==> config.mk <==
export PLATFORM = sky130hd
export DESIGN_NAME = character_motion_ctrl
export DESIGN_NICKNAME = d
export VERILOG_FILES = /design/src/rtl/motion_pkg.sv /design/src/rtl/shot_channel.sv /design/src/rtl/character_motion_ctrl.sv
export SDC_FILE = /design/constraint.sdc
export NUM_CORES = 1
export LEC_CHECK = 0
export BUFFER_PORTS_ARGS = -buffer_cell sky130_fd_sc_hd__buf_2
export CORE_ASPECT_RATIO = 0.6
export CORE_MARGIN = 3
export CORE_UTILIZATION = 30
export CTS_BUF_LIST = sky130_fd_sc_hd__clkbuf_16
export DETAILED_ROUTE_END_ITERATION = 6
export PLACE_DENSITY = 0.54
export REMOVE_ABC_BUFFERS = 1
export SYNTH_ARGS = -nofsm -noshare
export SYNTH_HDL_FRONTEND = slang
export SYNTH_SLANG_ARGS = --single-unit
==> constraint.sdc <==
create_clock -name frame_clk -period 6.5 [get_ports frame_clk]
set_input_delay 0.975 -clock frame_clk [delete_from_list [all_inputs] [get_ports frame_clk]]
set_output_delay 0.975 -clock frame_clk [all_outputs]
set_load 0.1 [all_outputs]
==> src/rtl/motion_pkg.sv <==
// rtl/motion_pkg.sv - shared position/velocity types, screen defaults and horizontal wrap
package motion_pkg;

    typedef logic [9:0]         pos_t;
    typedef logic signed [10:0] vel_t;

    localparam int DEF_SCREEN_W = 640;
    localparam int DEF_SCREEN_H = 480;

    // Folds a one-step overshoot back onto the screen in either direction.
    function automatic pos_t wrap_x(input vel_t r, input vel_t w);
        vel_t t;
        if (r >= w)
            t = r - w;
        else if (r[10])
            t = r + w;
        else
            t = r;
        return t[9:0];
    endfunction

endpackage

==> src/rtl/shot_channel.sv <==
// rtl/shot_channel.sv - one projectile slot; SHOT_AIM_EN adds a latched horizontal drift
module shot_channel
    import motion_pkg::*;
#(
`ifdef SHOT_AIM_EN
    parameter int SCREEN_W   = DEF_SCREEN_W,
`endif
    parameter int SHOT_SPEED = 7
) (
    input  logic        frame_clk,
    input  logic        Reset,
    input  logic        load,
    input  logic        step,
    input  logic [9:0]  load_x,
    input  logic [9:0]  load_y,
`ifdef SHOT_AIM_EN
    input  logic [10:0] load_dx,
`endif
    output logic        valid,
    output logic [9:0]  x,
    output logic [9:0]  y
);

    localparam pos_t SPEED = pos_t'(SHOT_SPEED);

`ifdef SHOT_AIM_EN
    localparam vel_t SCR_W = vel_t'(SCREEN_W);
    vel_t dx;
`endif

    always_ff @(posedge frame_clk or posedge Reset) begin
        if (Reset) begin
            valid <= 1'b0;
            x     <= '0;
            y     <= '0;
`ifdef SHOT_AIM_EN
            dx    <= '0;
`endif
        end else if (load) begin
            valid <= 1'b1;
            x     <= load_x;
            y     <= load_y;
`ifdef SHOT_AIM_EN
            dx    <= $signed(load_dx);
`endif
        end else if (step && valid) begin
            // Expire rather than step past the top edge.
            if (y < SPEED) begin
                valid <= 1'b0;
            end else begin
                y <= y - SPEED;
`ifdef SHOT_AIM_EN
                x <= wrap_x($signed({1'b0, x}) + dx, SCR_W);
`endif
            end
        end
    end

endmodule

==> src/rtl/character_motion_ctrl.sv <==
// rtl/character_motion_ctrl.sv - bouncing character with wrap-around walk and projectile pool (SHOT_AIM_EN: aimed shots)
module character_motion_ctrl
    import motion_pkg::*;
#(
    parameter int SCREEN_W   = DEF_SCREEN_W,
    parameter int SCREEN_H   = DEF_SCREEN_H,
    parameter int CHAR_SIZE  = 12,
    parameter int GRAVITY    = 1,
    parameter int JUMP_VEL   = 12,
    parameter int MAX_FALL   = 8,
    parameter int X_SPEED    = 2,
    parameter int NUM_SHOTS  = 4,
    parameter int SHOT_SPEED = 7
) (
    input  logic                    frame_clk,
    input  logic                    Reset,
    input  logic                    run,
    input  logic                    move_left,
    input  logic                    move_right,
    input  logic                    fire,
    input  logic                    land,
    output logic [9:0]              char_x,
    output logic [9:0]              char_y,
    output logic [9:0]              char_vy,
    output logic [NUM_SHOTS*10-1:0] shot_x,
    output logic [NUM_SHOTS*10-1:0] shot_y,
    output logic [NUM_SHOTS-1:0]    shot_valid,
    output logic                    shot_busy
);

    localparam vel_t GRAV       = vel_t'(GRAVITY);
    localparam vel_t MAXF       = vel_t'(MAX_FALL);
    localparam vel_t JUMP       = vel_t'(JUMP_VEL);
    localparam vel_t XS         = vel_t'(X_SPEED);
    localparam vel_t SCR_W      = vel_t'(SCREEN_W);
    localparam vel_t FLOOR_EDGE = vel_t'(SCREEN_H - 1);
    localparam vel_t FLOOR_V    = vel_t'(SCREEN_H - 1 - CHAR_SIZE);
    localparam vel_t CEIL_V     = vel_t'(CHAR_SIZE);
    localparam pos_t FLOOR_POS  = pos_t'(SCREEN_H - 1 - CHAR_SIZE);
    localparam pos_t CEIL_POS   = pos_t'(CHAR_SIZE);
    localparam pos_t START_X    = pos_t'(SCREEN_W / 2);
    localparam pos_t START_Y    = pos_t'(SCREEN_H / 2);

    pos_t x_q, y_q, y_new;
    vel_t vy_q, vy_new, vy_sum, vy_next, y_next, x_sum, dx;
    logic fire_q, fire_edge, found;
    logic [NUM_SHOTS-1:0] load_vec;

    always_comb begin
        dx = '0;
        if (move_right && !move_left)
            dx = XS;
        else if (move_left && !move_right)
            dx = -XS;
        x_sum = $signed({1'b0, x_q}) + dx;

        vy_sum  = vy_q + GRAV;
        vy_next = (vy_sum > MAXF) ? MAXF : vy_sum;
        y_next  = $signed({1'b0, y_q}) + vy_next;

        vy_new = vy_next;
        y_new  = y_next[9:0];
        // Platform contact only counts on the way down.
        if (!vy_next[10] && ((y_next + CEIL_V >= FLOOR_EDGE) || land)) begin
            y_new  = (y_next > FLOOR_V) ? FLOOR_POS : y_next[9:0];
            vy_new = -JUMP;
        end else if (y_next < CEIL_V) begin
            y_new  = CEIL_POS;
            vy_new = '0;
        end
    end

    assign fire_edge = run && fire && !fire_q;

    // A channel expiring this frame still reads valid, so it is not reused until the next one.
    always_comb begin
        load_vec = '0;
        found    = 1'b0;
        for (int i = 0; i < NUM_SHOTS; i++) begin
            if (!found && !shot_valid[i]) begin
                load_vec[i] = fire_edge;
                found       = 1'b1;
            end
        end
    end

    always_ff @(posedge frame_clk or posedge Reset) begin
        if (Reset) begin
            x_q    <= START_X;
            y_q    <= START_Y;
            vy_q   <= '0;
            fire_q <= 1'b0;
        end else if (run) begin
            x_q    <= wrap_x(x_sum, SCR_W);
            y_q    <= y_new;
            vy_q   <= vy_new;
            fire_q <= fire;
        end
    end

    for (genvar i = 0; i < NUM_SHOTS; i++) begin : g_shot
        shot_channel #(
`ifdef SHOT_AIM_EN
            .SCREEN_W  (SCREEN_W),
`endif
            .SHOT_SPEED(SHOT_SPEED)
        ) u_chan (
            .frame_clk(frame_clk),
            .Reset    (Reset),
            .load     (load_vec[i]),
            .step     (run),
            .load_x   (x_q),
            .load_y   (y_q - CEIL_POS),
`ifdef SHOT_AIM_EN
            .load_dx  (dx),
`endif
            .valid    (shot_valid[i]),
            .x        (shot_x[i*10 +: 10]),
            .y        (shot_y[i*10 +: 10])
        );
    end

    assign char_x    = x_q;
    assign char_y    = y_q;
    assign char_vy   = vy_q[9:0];
    assign shot_busy = &shot_valid;

endmodule
==> results.md, run 1 <==
- Status: finished clean
- Commonest non-fill, non-tap cells in the layout: buf_2 (116), dfrtp_1 (105), nand2_1 (62)
- Final hold vios: 0
- CTS tree: done
- Detailed Route Iter0 Violations: 458
- Post-synthesis adder-cell area fraction: 6.38%
- Gr usage total: 16.5%
- Cell Chain, Critical Path: ha_1 > nand3_1 > nor3_2 > a22o_1 > a31oi_1 > o31ai_2 > nor2b_1 > ha_1 > inv_1 > fa_1 > nand2b_1 > a21oi_2 > a41oi_1 > o21a_1 > xnor2_2 > mux2i_1 > a2111oi_4 > buf_4 > o21ai_2 > buf_4 > a311oi_2
- Largest family of logic cells by synthesized area: compound AO/OA/AOI/OAI gates
- HPWL Detailed: 15900 um
- Skew final: 0.0136 ns
- Crit end category: register
- Cell taking the most area after synthesis: dfrtp_1
- CP required: 6.76 ns
- Post-CTS Setup Inserts: 0
- Synth Area in Simple Gates: 15.4%
- Register area share after synthesis: 39.2%
- Number of max-cap violations: 0
- Synth warn: 0
- Largest net degree at the start of global routing: 66
- Cells after synthesis: 743
- # rows: 42
- Pins Over Slew Limit: 0
- Yosys top cell area share: 37.0%
- Maximum root-to-sink buffer count: 2
- Flip-flop and latch area: 2790 um^2
- Worst EP arrival: 6.23 ns
- Clock transition at path regs: 0.08 ns
- Final-stage net count: 877
- Worst rel slew slack: 34.8%
- Setup TNS: 0 ns
- Die height: 125 um
- DRC viols: 0
- Die width: 205 um
- Crit Path Max Fanout: 19
- Post-DRT Antenna Nets: 0
- Average wire per standard cell: 18.3 um
- Crit path kind: reg2reg
- Antenna violations before repair: 0
- Vias per inst: 5.04
- Dominant synthesized flop cell: dfrtp_1
- EDFF count, synth: 0
- RSZ-0062 raised after global routing: no
- Via Count: 5791
- P&R area growth vs syn: 15.5%
- Worst-Skew Late Latency: 0.36 ns
- H-tree depth: 3
- Routability Congestion: 0.898
- Synth async-reset ratio: 100%
- Multi-input logic area: 3980 um^2
- Share of layout cells above drive strength 1: 25.1%
- Most common cell after layout, fill and taps aside: buf_2
- Cell area after synthesis: 7100 um^2
- Pre-Repair DR Iteration Count: 7
- Post-layout util: 36.2%
- Crit path largest cell delay: 0.50 ns
- XOR/XNOR Fraction of Synth Area: 7.77%
- Compound-cell area share of the yosys netlist: 18.2%
- Syn Area/Cell: 9.55 um^2
- Max Clk Rate: 167 MHz
- Core area: 22600 um^2
- Final setup fails: 0
- Synth area leaders: dfrtp_1 (37%), mux2_2 (6.5%), ha_1 (5.8%)
- IO Count: 122
- Critical path launch point type: register
- Grt total ovfl: 0
- Antenna fix cells: 0
- TritonCTS Buffers: 9
- Starting density of the core: 31.3%
- CP max-delay cell: dfrtp_1
- Die Footprint: 25600 um^2
- Fraction of synthesized area in multiplexers: 7.63%
- # port buffers: 116
- Post-synthesis register bit count: 111
- Final WL: 21100 um
- # fillers: 2321
- Count of different cell masters after synthesis: 80
- HP Class: reg2reg
- CTS root buf: clkbuf_16
- Number of global-route vias before repair: 5178
- Total clock sinks: 111
- Post-layout minimum cycle time: 5.97 ns
- Worst Max-Slew Pin Slew: 0.973 ns
- First-pass GRT wire length: 32700 um
- Final period util: 91.9%
[Yosys cell counts (5+ instances only)]
master    count
dfrtp_1     105
nand2_1      62
nor2_1       59
a21oi_1      48
o21ai_0      44
mux2_2       41
xnor2_1      36
ha_1         33
inv_1        27
clkbuf_1     24
xor2_1       22
buf_4        19
nand2b_1     14
nor2b_1      13
nor3_1       12
a22o_1       11
nand3_1      11
a31oi_1      10
a21o_1        9
and2_1        9
nand3b_1      9
mux2i_1       8
o211ai_1      7
dfstp_2       6
or4_1         6
and3_1        5
o22ai_1       5
[through the flow]
step | hold WS [ns] | area, um^2 | worst slack [ns] | cells
floorplan | 0.517 | 6840 | 0.376 | 698
global placement | 0.486 | 7900 | 0.708 | 1132
CTS | 0.509 | 8190 | 0.509 | 1148
global route | 0.517 | 8200 | 0.0487 | 1148
finish | 0.503 | 8200 | 0.529 | 1148
detailed placement | 0.491 | 7900 | 0.539 | 1132
[cells by family (layout without fill, tap and decap cells)]
logic type               Yosys count  count (layout)
flip-flops                       111             111
buffers and inverters             76             169
AO/OA/AOI/OAI                    190             190
other                              1               5
AND/OR/NAND/NOR                  221             221
adder cells (fa/ha/maj)           35              35
XOR/XNOR                          60              60
multiplexers                      49              49
[layout make-up]
class | instances | area share, %
Sequential cell | 111 | 34.0
Timing Repair Buffer | 126 | 8.00
Inverter | 27 | 1.27
Clock buffer | 9 | 2.75
Clock inverter | 7 | 0.763
Multi-Input combinational cell | 560 | 48.5
Tap cell | 308 | 4.70
[what timing repair did]
item,CTS,global route
setup endpoints to repair,0,15
gates resized for setup,0,1
hold buffers,0,0
[sequential cells by signal, indices dropped and copies added (netlist names)]
signal               cells
char_y                  10
g_shot.u_chan.valid      4
g_shot.u_chan.y         40
fire_q                   1
char_x                   9
vy_q                    11
g_shot.u_chan.x         36
[metal layers]
| layer | track usage (%) | share of wire, % | routed length (um) | up-vias |
|---|---|---|---|---|
| met5 | 0 | 0 | 0 | - |
| met4 | 3.84 | 1.8 | 377 | 0 |
| met3 | 3.79 | 6.0 | 1270 | 19 |
| met2 | 20.6 | 37 | 7730 | 162 |
| met1 | 27.5 | 55 | 11700 | 2787 |
| li1 | - | - | - | 2823 |
[final timing paths]
path                            cells past startpoint  slack, ns               endpoint                   from
worst min-delay path                                1       0.50  g_shot[1].u_chan.x[6]  g_shot[1].u_chan.x[6]
worst max-delay path                               21       0.53              char_y[3]                vy_q[0]
worst min register to register                      1       0.50  g_shot[1].u_chan.x[6]  g_shot[1].u_chan.x[6]
min in group asynchronous                           2       0.70  g_shot[3].u_chan.x[2]                  Reset
worst max register to register                     21       0.53              char_y[3]                vy_q[0]
max in group asynchronous                           3       4.50              char_x[9]                  Reset
[worst max-delay path: cells and delay by family (launching register included)]
family / cells / cell delay (ns)
buffers and inverters: 3 / 0.56
adders and majority gates: 3 / 0.99
DFF: 1 / 0.50
and+or+nand+nor: 4 / 1.09
AOI/OAI and AO/OA: 9 / 2.28
muxes: 1 / 0.17
xor gates and xnor gates: 1 / 0.28
Power of run 1 is not shown: default switching activity piles up to over one toggle a cycle in this logic, so the estimate is an artifact.
==> inputs of run 2 (changes only) <==
--- a/config.mk
+++ b/config.mk
@@ -6,7 +6,7 @@
 export NUM_CORES = 1
 export LEC_CHECK = 0
 export BUFFER_PORTS_ARGS = -buffer_cell sky130_fd_sc_hd__buf_2
-export CORE_ASPECT_RATIO = 0.6
+export CORE_ASPECT_RATIO = 1.4
 export CORE_MARGIN = 3
 export CORE_UTILIZATION = 30
 export CTS_BUF_LIST = sky130_fd_sc_hd__clkbuf_16
==> run 2 against run 1 <==
  * Sequential share of layout area decreased by 0.23 points
  * Clock-buffer cell count unchanged
  * Via count decreased by 0.47%
==> results.md, run 2 (synthesis results as in run 1) <==
- Status: finished clean
- Crit end category: register
- # rows: 66
- Worst-Skew Late Latency: 0.35 ns
- First-pass GRT wire length: 31400 um
- Commonest non-fill, non-tap cells in the layout: buf_2 (116), dfrtp_1 (105), nand2_1 (62)
- Clock transition at path regs: 0.07 ns
- DRC viols: 0
- Final-stage net count: 878
- Routability Congestion: 0.842
- Antenna violations before repair: 0
- Die height: 188 um
- Antenna fix cells: 0
- Die Footprint: 25600 um^2
- Pre-Repair DR Iteration Count: 4
- Final hold vios: 0
- # port buffers: 116
- Largest net degree at the start of global routing: 70
- Pins Over Slew Limit: 0
- Maximum root-to-sink buffer count: 2
- Critical path launch point type: register
- Gr usage total: 15.6%
- Via Count: 5764
- Top Registers: g_shot.u_chan.y (40), g_shot.u_chan.x (36), vy_q (11)
- Final setup fails: 0
- Final period util: 88.1%
- Hold-fix buffers, CTS: 0
- Worst EP arrival: 5.93 ns
- Number of global-route vias before repair: 5633
- Worst rel slew slack: 18.1%
- Worst Max-Slew Pin Slew: 1.22 ns
- Starting density of the core: 30.5%
- Vias per inst: 5.03
- Die width: 136 um
- Skew final: 0.00962 ns
- Post-CTS Setup Inserts: 0
- P&R area growth vs syn: 16.2%
- Reg with most FFs: g_shot.u_chan.y
- Number of max-cap violations: 0
- CTS root buf: clkbuf_16
- TritonCTS Buffers: 9
- Max Clk Rate: 175 MHz
- Average wire per standard cell: 17.2 um
- Most common cell after layout, fill and taps aside: buf_2
- H-tree depth: 3
- HP Class: reg2reg
- HPWL Detailed: 14400 um
- Core area: 23300 um^2
- Crit Path Max Fanout: 19
- IO Count: 122
- Grt total ovfl: 0
- CTS tree: done
- RSZ-0062 raised after global routing: no
- Max FFs per register: 40
- Post-DRT Antenna Nets: 0
- Total clock sinks: 111
- Detailed Route Iter0 Violations: 301
- Setup TNS: 0 ns
- Post-layout minimum cycle time: 5.73 ns
- Crit path kind: reg2reg
- R2r setup slk: 0.77 ns
- Share of layout cells above drive strength 1: 25.2%
- Final WL: 19700 um
- CP required: 6.70 ns
## run 2: cell count changes in the layout (fill, tap and decap cells not counted)
cell / previous run / this run
clkinv_4: 1 / 0
buf_4: 10 / 11
clkinv_2: 0 / 2
inv_8: 3 / 0
bufinv_16: 0 / 3
clkinvlp_4: 1 / 0
## run 2: layout make-up
class | count | area, um^2
Sequential cell | 111 | 2790
Timing Repair Buffer | 127 | 663
Inverter | 27 | 104
Clock inverter | 7 | 113
Tap cell | 306 | 383
Multi-Input combinational cell | 560 | 3980
Clock buffer | 9 | 225
Fill cell | 2407 | 15000
## run 2: metrics by stage
stage	utilization (%)	std cells	worst slack (ns)	area (um^2)	hold slack [ns]
detailed placement	34.0	1131	0.616	7910	0.490
floorplan	-	698	0.376	6840	0.517
finish	35.4	1147	0.772	8250	0.502
global route	35.4	1147	0.138	8250	0.519
global placement	34.0	1131	0.773	7910	0.484
CTS	35.4	1147	0.618	8250	0.506
## run 2: layer usage
metal  up-vias  share of wire, %  track usage [%]
met3        20               4.8             2.98
met1      2795                44             20.3
met4         0               1.4             4.11
li1       2821                 -                -
met2       128                50             26.5
met5         -                 0                0
## run 2: what timing repair did
action                                  in CTS  in global routing
endpoints found under the hold margin        0                  0
endpoints found under the setup margin       0                  7
gates resized for setup                      0                  1
## run 2: critical path: stages, from the launching register on
cell       delay [ns]
dfrtp_1          0.47
ha_1             0.27
nand3_1          0.25
nor3_2           0.39
a22o_1           0.20
a31oi_1          0.09
o31ai_2          0.44
nor2b_1          0.19
ha_1             0.24
inv_1            0.07
fa_1             0.40
nand2b_1         0.20
a21oi_2          0.26
a41oi_1          0.26
xor2_1           0.25
or3_1            0.44
a2111oi_2        0.40
a2111oi_4        0.09
buf_4            0.22
o21ai_2          0.28
a311oi_2         0.13
## run 2: worst paths after layout
path                                        from                    end  cells after the start
max                                      vy_q[0]              char_y[3]                     20
min                        g_shot[1].u_chan.x[1]  g_shot[1].u_chan.x[1]                      1
max reg2reg                              vy_q[0]              char_y[3]                     20
min reg2reg                g_shot[1].u_chan.x[1]  g_shot[1].u_chan.x[1]                      1
max in group asynchronous                  Reset  g_shot[2].u_chan.y[8]                      3
min in group asynchronous                  Reset  g_shot[0].u_chan.x[1]                      2
Power of run 2 is left out for the same reason.
==> inputs of run 3 (changes only) <==
--- a/config.mk
+++ b/config.mk
@@ -10,9 +10,9 @@
 export CORE_MARGIN = 3
 export CORE_UTILIZATION = 30
 export CTS_BUF_LIST = sky130_fd_sc_hd__clkbuf_16
+export CTS_CLUSTER_DIAMETER = 200
 export DETAILED_ROUTE_END_ITERATION = 6
-export PLACE_DENSITY = 0.54
-export REMOVE_ABC_BUFFERS = 1
+export PLACE_DENSITY = 0.5
 export SYNTH_ARGS = -nofsm -noshare
 export SYNTH_HDL_FRONTEND = slang
 export SYNTH_SLANG_ARGS = --single-unit
==> run 3 against run 2 <==
  * Maximum frequency fell by 1.0%
  * Clock skew barely moved
  * Critical path type unchanged
  * Largest cell class unchanged
  * Via count fell by 0.97%
  * Design area fell by 0.49%
  * Highest routed layer unchanged
  * Sequential share of layout area rose by 0.16 points
  * Wire length fell by 2.5%
  * Register-to-register slack got worse by 0.06 ns
==> results.md, run 3 (synthesis results as in run 1) <==
- # port buffers: 116
- Routability Congestion: 0.843
- Vias per inst: 4.98
- Post-route design area: 8210 um^2
- Share of layout cells above drive strength 1: 25.1%
- HPWL Detailed: 14200 um
- # rows: 66
- HP Class: reg2reg
- Final period util: 89.0%
- Worst path bufs/invs: 2
- DRC viols: 0
- Setup TNS: 0 ns
- Crit path top cell by count: ha_1
- Placed Instance Area: 7900 um^2
- Final hold vios: 0
- Largest net degree at the start of global routing: 71
- Detailed Route Iter0 Violations: 358
- Final WL: 19200 um
- Worst hold start: g_shot[2].u_chan.x[5]
- Most common cell after layout, fill and taps aside: buf_2
- Via Count: 5708
- Worst setup path start: vy_q[0]
- Crit path largest cell delay: 0.48 ns
- Worst rel slew slack: 40.3%
- Number of global-route vias before repair: 5616
- Cell Chain, Critical Path: ha_1 > nand3_1 > nor3_2 > a22o_1 > a31oi_1 > o31ai_2 > nor2b_1 > ha_1 > inv_1 > fa_1 > nand2b_1 > a21oi_2 > a41oi_1 > xor2_1 > or3_1 > a2111oi_2 > a2111oi_4 > buf_4 > o21ai_2 > a311oi_2
- Antenna violations before repair: 0
- Crit path kind: reg2reg
- Die width: 136 um
- Final hold slack: 0.503 ns
- Status: finished clean
- Antenna fix cells: 0
- Final-stage net count: 877
- Reg with most FFs: g_shot.u_chan.y
- TritonCTS Buffers: 9
- Post-layout minimum cycle time: 5.79 ns
- Hold Path Depth: 1
- Grt total ovfl: 0
- Reg2Reg Launch Point: vy_q[0]
- Critical path launch point type: register
- Worst Max-Slew Pin Slew: 0.895 ns
- Top Registers: g_shot.u_chan.y (40), g_shot.u_chan.x (36), vy_q (11)
- Pre-Repair DR Iteration Count: 4
- Worst-Skew Late Latency: 0.36 ns
- Max FFs per register: 40
- Commonest non-fill, non-tap cells in the layout: buf_2 (116), dfrtp_1 (105), nand2_1 (62)
- First-pass GRT wire length: 30900 um
- RR Endpoint: char_y[3]
- CP max-delay cell: dfrtp_1
- Number of max-cap violations: 0
- Gr usage total: 15.3%
- Crit Path Max Fanout: 19
- Die height: 188 um
- Worst Hold Path EP: g_shot[2].u_chan.x[5]
- Post-CTS Setup Inserts: 0
- CTS tree: done
- Total clock sinks: 111
- CTS root buf: clkbuf_16
- # fillers: 2444
- Skew final: 0.00948 ns
- Maximum root-to-sink buffer count: 2
- Pins Over Slew Limit: 0
- Starting density of the core: 30.5%
- CP required: 6.71 ns
- CTS resizes: 0
- H-tree depth: 3
- Core area: 23300 um^2
- Crit end category: register
- RSZ-0062 raised after global routing: no
- Clock transition at path regs: 0.08 ns
- Hold-fix buffers, CTS: 0
- Average wire per standard cell: 16.8 um
- Worst EP arrival: 6.00 ns
- Final setup fails: 0
- IO Count: 122
- Post-DRT Antenna Nets: 0
- Die Footprint: 25600 um^2
- Kind of cell adding the most delay to the critical path: compound AO/OA/AOI/OAI gates
- R2r setup slk: 0.71 ns
- Worst R2R Path Depth: 20
- Max Clk Rate: 173 MHz
- P&R area growth vs syn: 15.7%
[run 3: cell types whose count changed in the layout (fill, tap and decap cells not counted)]
| cell | before | now |
|---|---|---|
| buf_4 | 11 | 10 |
| clkinvlp_4 | 0 | 2 |
| clkinv_2 | 2 | 0 |
| bufinv_16 | 3 | 1 |
| inv_8 | 0 | 2 |
[run 3: final cells by class]
class / count / area (um^2) / share of cell area, %
clock buffer: 9 / 225 / 2.74
sequential: 111 / 2790 / 33.9
tap: 306 / 383 / 4.66
timing repair buffer: 126 / 656 / 7.99
multi-input combinational: 560 / 3980 / 48.4
clock inverter: 7 / 80.1 / 0.975
inverter: 27 / 104 / 1.26
[run 3: metal layers]
layer / vias to the layer above / share of wire, % / track usage [%]
met5: - / 0 / 0
met4: 0 / 2.0 / 5.04
met3: 16 / 3.2 / 2.15
met2: 98 / 52 / 26.8
met1: 2788 / 43 / 19.3
li1: 2806 / - / -
[run 3: worst max path at each step]
stage,endpoint,slack (ns),depth (start not counted)
global route,char_y[5],0.16,20
global placement,char_y[3],0.69,20
detailed placement,char_y[3],0.60,20
floorplan,vy_q[4],1.30,21
finish,char_y[3],0.71,20
CTS,char_y[3],0.57,20
[run 3: metrics by stage]
| step | instances | setup slack, ns | util, % |
|---|---|---|---|
| after floorplan | 747 | 1.30 | - |
| after global placement | 1130 | 0.688 | 33.9 |
| after detailed placement | 1130 | 0.598 | 33.9 |
| after CTS | 1146 | 0.574 | 35.2 |
| after global routing | 1146 | 0.162 | 35.3 |
| final | 1146 | 0.714 | 35.3 |
[run 3: worst register-to-register path, stage by stage (launching register included)]
cell	delay, ns
dfrtp_1	0.48
ha_1	0.29
nand3_1	0.25
nor3_2	0.41
a22o_1	0.20
a31oi_1	0.09
o31ai_2	0.41
nor2b_1	0.19
ha_1	0.24
inv_1	0.08
fa_1	0.42
nand2b_1	0.22
a21oi_2	0.25
a41oi_1	0.27
xor2_1	0.26
or3_1	0.45
a2111oi_2	0.41
a2111oi_4	0.10
buf_4	0.23
o21ai_2	0.29
a311oi_2	0.13
Power of run 3 is left out for the same reason.
